===== src/rtl/phase_attention_wta.sv =====
// Winner-take-all over one window of N_KEYS relevance beats: max, arrival index, sum, coincidence count.
// Define PST_WTA_COINC_GATE_EN to restrict max tracking to beats flagged coincident.
module phase_attention_wta #(
   parameter int unsigned N_KEYS  = 8,
   parameter int unsigned IDX_W   = 3,
   parameter logic [7:0]  MIN_REL = 8'd160
) (
   input  logic               clk,
   input  logic               rst,
   input  logic               cycle_start,
   input  logic               rel_valid,
   input  logic [7:0]         rel_in,
   input  logic               coinc_in,
   output logic [IDX_W-1:0]   win_idx,
   output logic [7:0]         win_rel,
   output logic               win_found,
   output logic [8+IDX_W:0]   rel_sum,
   output logic [IDX_W:0]     coinc_cnt,
   output logic               out_valid,
   output logic               busy,
   output logic               err_short
);

   localparam int unsigned SumW = 8 + IDX_W + 1;
   localparam int unsigned CntW = IDX_W + 1;
   localparam logic [CntW-1:0] LastCnt = CntW'(N_KEYS - 1);

   typedef enum logic [1:0] {StIdle, StCollect, StDone} state_e;

   state_e            state_q, state_d;
   logic [CntW-1:0]   cnt_q, cnt_d;
   logic [7:0]        max_q, max_d;
   logic [IDX_W-1:0]  idx_q, idx_d;
   logic              any_q, any_d;
   logic [SumW-1:0]   sum_q, sum_d;
   logic [CntW-1:0]   coinc_q, coinc_d;
   logic [IDX_W-1:0]  win_idx_q, win_idx_d;
   logic [7:0]        win_rel_q, win_rel_d;
   logic              win_found_q, win_found_d;
   logic [SumW-1:0]   rel_sum_q, rel_sum_d;
   logic [CntW-1:0]   coinc_cnt_q, coinc_cnt_d;
   logic              err_q, err_d;

   logic              elig;
   logic              acc_load;
   logic [7:0]        acc_max;
   logic [IDX_W-1:0]  acc_idx;
   logic              acc_any;
   logic [SumW-1:0]   acc_sum;
   logic [CntW-1:0]   acc_coinc;
   logic              clr;

`ifdef PST_WTA_COINC_GATE_EN
   assign elig = coinc_in;
`else
   assign elig = 1'b1;
`endif

   // Strict greater-than keeps the earliest index on ties; first eligible beat always loads.
   assign acc_load  = elig && (!any_q || (rel_in > max_q));
   assign acc_max   = acc_load ? rel_in : max_q;
   assign acc_idx   = acc_load ? cnt_q[IDX_W-1:0] : idx_q;
   assign acc_any   = any_q | elig;
   assign acc_sum   = sum_q + SumW'(rel_in);
   assign acc_coinc = coinc_q + CntW'(coinc_in);

   always_comb begin
      state_d     = state_q;
      cnt_d       = cnt_q;
      max_d       = max_q;
      idx_d       = idx_q;
      any_d       = any_q;
      sum_d       = sum_q;
      coinc_d     = coinc_q;
      win_idx_d   = win_idx_q;
      win_rel_d   = win_rel_q;
      win_found_d = win_found_q;
      rel_sum_d   = rel_sum_q;
      coinc_cnt_d = coinc_cnt_q;
      err_d       = 1'b0;
      clr         = 1'b0;

      unique case (state_q)
         StIdle: begin
            if (cycle_start) begin
               state_d = StCollect;
               clr     = 1'b1;
            end
         end
         StCollect: begin
            if (cycle_start) begin
               // Short window: drop partial results and start over.
               err_d = 1'b1;
               clr   = 1'b1;
            end else if (rel_valid) begin
               cnt_d   = cnt_q + 1'b1;
               max_d   = acc_max;
               idx_d   = acc_idx;
               any_d   = acc_any;
               sum_d   = acc_sum;
               coinc_d = acc_coinc;
               if (cnt_q == LastCnt) begin
                  state_d     = StDone;
                  win_idx_d   = acc_idx;
                  win_rel_d   = acc_max;
                  win_found_d = acc_any && (acc_max >= MIN_REL);
                  rel_sum_d   = acc_sum;
                  coinc_cnt_d = acc_coinc;
               end
            end
         end
         StDone: begin
            state_d = cycle_start ? StCollect : StIdle;
            clr     = 1'b1;
         end
         default: state_d = StIdle;
      endcase

      if (clr) begin
         cnt_d   = '0;
         max_d   = '0;
         idx_d   = '0;
         any_d   = 1'b0;
         sum_d   = '0;
         coinc_d = '0;
      end
   end

   always_ff @(posedge clk or posedge rst) begin
      if (rst) begin
         state_q     <= StIdle;
         cnt_q       <= '0;
         max_q       <= '0;
         idx_q       <= '0;
         any_q       <= 1'b0;
         sum_q       <= '0;
         coinc_q     <= '0;
         win_idx_q   <= '0;
         win_rel_q   <= '0;
         win_found_q <= 1'b0;
         rel_sum_q   <= '0;
         coinc_cnt_q <= '0;
         err_q       <= 1'b0;
      end else begin
         state_q     <= state_d;
         cnt_q       <= cnt_d;
         max_q       <= max_d;
         idx_q       <= idx_d;
         any_q       <= any_d;
         sum_q       <= sum_d;
         coinc_q     <= coinc_d;
         win_idx_q   <= win_idx_d;
         win_rel_q   <= win_rel_d;
         win_found_q <= win_found_d;
         rel_sum_q   <= rel_sum_d;
         coinc_cnt_q <= coinc_cnt_d;
         err_q       <= err_d;
      end
   end

   assign win_idx   = win_idx_q;
   assign win_rel   = win_rel_q;
   assign win_found = win_found_q;
   assign rel_sum   = rel_sum_q;
   assign coinc_cnt = coinc_cnt_q;
   assign out_valid = (state_q == StDone);
   assign busy      = (state_q == StCollect);
   assign err_short = err_q;

endmodule

===== config.mk =====
export PLATFORM = sky130hd
export DESIGN_NAME = phase_attention_wta
export DESIGN_NICKNAME = d
export VERILOG_FILES = /design/src/rtl/phase_attention_wta.sv
export SDC_FILE = /design/constraint.sdc
export NUM_CORES = 1
export LEC_CHECK = 0
export CORE_ASPECT_RATIO = 2
export CORE_MARGIN = 4
export CORE_UTILIZATION = 42
export DETAILED_ROUTE_END_ITERATION = 10
export GPL_TIMING_DRIVEN = 0
export SYNTH_ARGS = -nofsm -noshare
export SYNTH_HDL_FRONTEND = slang
export SYNTH_SLANG_ARGS = --single-unit
export TNS_END_PERCENT = 10

===== constraint.sdc =====
create_clock -name clk -period 5.9 [get_ports clk]
set_clock_uncertainty 0.15 [all_clocks]
set_input_delay 1.18 -clock clk [delete_from_list [all_inputs] [get_ports clk]]
set_output_delay 1.18 -clock clk [all_outputs]
set_load 0.1 [all_outputs]

==> impl_metrics.env <==
export IMPL_synth_compound_area_frac=0.231
export IMPL_start_kind="register"
export IMPL_setup_viol=0
export IMPL_drive_gt1_frac=0.0941
export IMPL_nNetsFinal=432
export IMPL_met3_usage=0.0435
export IMPL_seq_area_frac_synth=0.471
export IMPL_ir_drop_v=0.000181
export IMPL_pwr_density_cell_nw_per_um2=306
export IMPL_hold_class="reg -> reg"
export IMPL_cts_sinks=63
export IMPL_fmax_mhz=277
export IMPL_dp_hpwl_um=6280
export IMPL_fp_coreArea_um2=7660
export IMPL_antenna_found_initial=0
export IMPL_grt_pass1_wl_um=14400
export IMPL_critical_path_buf_inv_count=2
export IMPL_synth_edff_count=0
export IMPL_clk_latency_ps=330
export IMPL_cts_root_buf="clkbuf_16"
export IMPL_synth_adder_area_share=0.0770
export IMPL_register_area_um2=1580
export IMPL_syn_inst=344
export IMPL_mostFrequentLayoutCell="dfrtp_1"
export IMPL_multi_input_area_um2=1610
export IMPL_worstRegToRegCells=7
export IMPL_synth_async_sr_flop_share=1.00
export IMPL_finalHoldViolCount=0
export IMPL_cp_slowest_stage_delay_ps=1170
export IMPL_clockBufferDepth=2
export IMPL_hold_buffers=0
export IMPL_synthMuxAreaShare=0.00673
export IMPL_worstSetupPathType="reg -> out"
export IMPL_mostFrequentLayoutCells="dfrtp_1 (63), clkdlybuf4s50_1 (43), nand2_1 (41)"
export IMPL_synth_top_family_by_area="compound AO/OA/AOI/OAI gates"
export IMPL_maxSlewViolCount=0
export IMPL_area_growth_pct=25.9
export IMPL_cap_violations=0
export IMPL_port_buffers=43
export IMPL_numCtsBuffers=9
export IMPL_cp_startpoint="state_q[0]"
export IMPL_ys_seq_elements=63
export IMPL_post_route_period_util=0.612
export IMPL_post_route_drc_count=0
export IMPL_vias=2808
export IMPL_busiest_layer="met2"
export IMPL_grt_pass1_vias=2899
export IMPL_vias_per_cell=5.64
export IMPL_cts_resized=0
export IMPL_cp_depth=3
export IMPL_die_area_um2=9550
export IMPL_slew_headroom=0.338
export IMPL_path_cells="buf_2 -> nor2b_1 -> clkdlybuf4s50_1"
export IMPL_grt_usage=0.193
export IMPL_synthesis_nets=377
export IMPL_outcome="complete, no violations"
export IMPL_drt_iter0_drc=168
export IMPL_worst_setup_path_end_kind="output port"
export IMPL_synth_flop_cell="dfrtp_1"
export IMPL_ant_nets=0
export IMPL_drtPass1Iterations=4
export IMPL_worst_path_max_delay_cell="clkdlybuf4s50_1"
export IMPL_grt_max_degree=34
export IMPL_design_area_um2=4220
export IMPL_synthDistinctLibCells=47
export IMPL_synth_xor_area_frac=0.0235
export IMPL_dieWidth_um=71.1
export IMPL_critPathMaxFanout=10
export IMPL_r2r_start="sum_q[0]"
export IMPL_post_cts_buffers=0
export IMPL_finalCriticalPeriod_ps=3610
export IMPL_grt_use_met2=0.339
export IMPL_gr_total_overflow=0
export IMPL_clk_pin_slew_worst_paths_ps=50
export IMPL_synth_simple_area_share=0.143
export IMPL_finalSetupTns_ps=0
export IMPL_crit_arrival_ps=2280
export IMPL_rsz0062_at_grt="no"
export IMPL_routed_wl_um=8520
export IMPL_hold_path_depth=2
export IMPL_min_from="rel_sum[1]"
export IMPL_use_met1=0.228
export IMPL_gp_congestion=0.915
export IMPL_placed_area_um2=3920
export IMPL_num_antenna_cells=0
export IMPL_max_slew_worst_pin_slew_ps=991
export IMPL_avgSynthCellArea_um2=9.73
export IMPL_critPathTopFamily="buffers and inverters"
export IMPL_worstPathRequired_ps=4570
export IMPL_nFillCells=716
export IMPL_die_y_um=134
export IMPL_std_cell_rows=45
export IMPL_initial_utilization=0.437
export IMPL_io_pins=44
export IMPL_wl_per_cell_um=17.1
export IMPL_syn_cell_area_um2=3350
export IMPL_whs_ps=321
export IMPL_h_tree_depth=3
export IMPL_yosys_warnings=0
export IMPL_tritoncts="yes"
export IMPL_p_leak_uw=0.00189
## worst paths after layout
path / end / slack [ps]
min in group asynchronous: err_short / 1120
setup reg to reg: rel_sum[10] / 3420
hold reg to reg: rel_sum[1] / 320
hold / removal: rel_sum[1] / 320
max in group asynchronous: rel_sum[3] / 3850
setup / recovery: out_valid / 2290
## final cells by class
cell class	count	share of cell area
buffer	20	0.0252
clock inverter	6	0.0142
clock buffer	10	0.0567
inverter	14	0.0125
multi-input combinational	247	0.383
tap	94	0.0279
timing repair buffer	44	0.107
sequential	63	0.374
## worst min-delay path, delay by kind of cell (launching register included)
family	cells	cell delay (ps)
and+or+nand+nor	2	100
DFF	1	340
## sequential cells by signal (all words and copies together), names as in the netlist
name,count
rel_sum,12
sum_q,12
max_q,8
win_rel,8
cnt_q,4
coinc_cnt,4
coinc_q,4
idx_q,3
win_idx,3
state_q,2
any_q,1
err_short,1
win_found,1
## per-layer routing
metal	wire, µm	vias to the layer above
met2	4670	50
met1	3430	1373
met5	0	-
met3	243	16
met4	179	0
li1	-	1369
## cells by family (layout without fill, tap and decap cells)
logic type | count (synthesis) | after routing
adder cells (fa/ha/maj) | 20 | 20
XOR/XNOR | 9 | 9
AND/OR/NAND/NOR | 104 | 104
AO/OA/AOI/OAI | 112 | 112
multiplexers | 2 | 2
flip-flops | 63 | 63
buffers and inverters | 34 | 94
## through the flow
step                       util  worst slack [ps]  total power [µW]  instances
after floorplan               -              2640               689        344
after global placement    0.509              1760               761        481
after detailed placement  0.511              2070               767        482
after CTS                 0.550              2270              1300        498
after global routing      0.550              2180              1350        498
final                     0.550              2290              1290        498
## where the power goes
part / total (µW) / internal, µW / switching [µW] / leakage [µW]
clock network: 530 / 336 / 195 / 0.000144
registers: 478 / 460 / 18.9 / 0.000843
logic: 280 / 92.3 / 188 / 0.000906
total: 1290 / 887 / 402 / 0.00189
## synthesized netlist by cell type, drive strengths merged, types with 3 or more instances
cell type	instances	area, µm²
nand2b	4	25.0
a21oi	20	100
o21bai	3	22.5
o21ai	32	160
nand2	41	154
a32o	11	110
o31ai	3	32.5
a22o	12	105
o211ai	3	22.5
nand3	7	35.0
a31oi	14	87.6
clkbuf	11	42.5
buf	9	63.8
nor3	5	25.0
inv	14	52.6
xnor2	8	70.1
dfrtp	63	1580
nand4	5	31.3
a21o	5	37.5
ha	19	238
nor2	27	101
(Power assumes the default switching activity.)
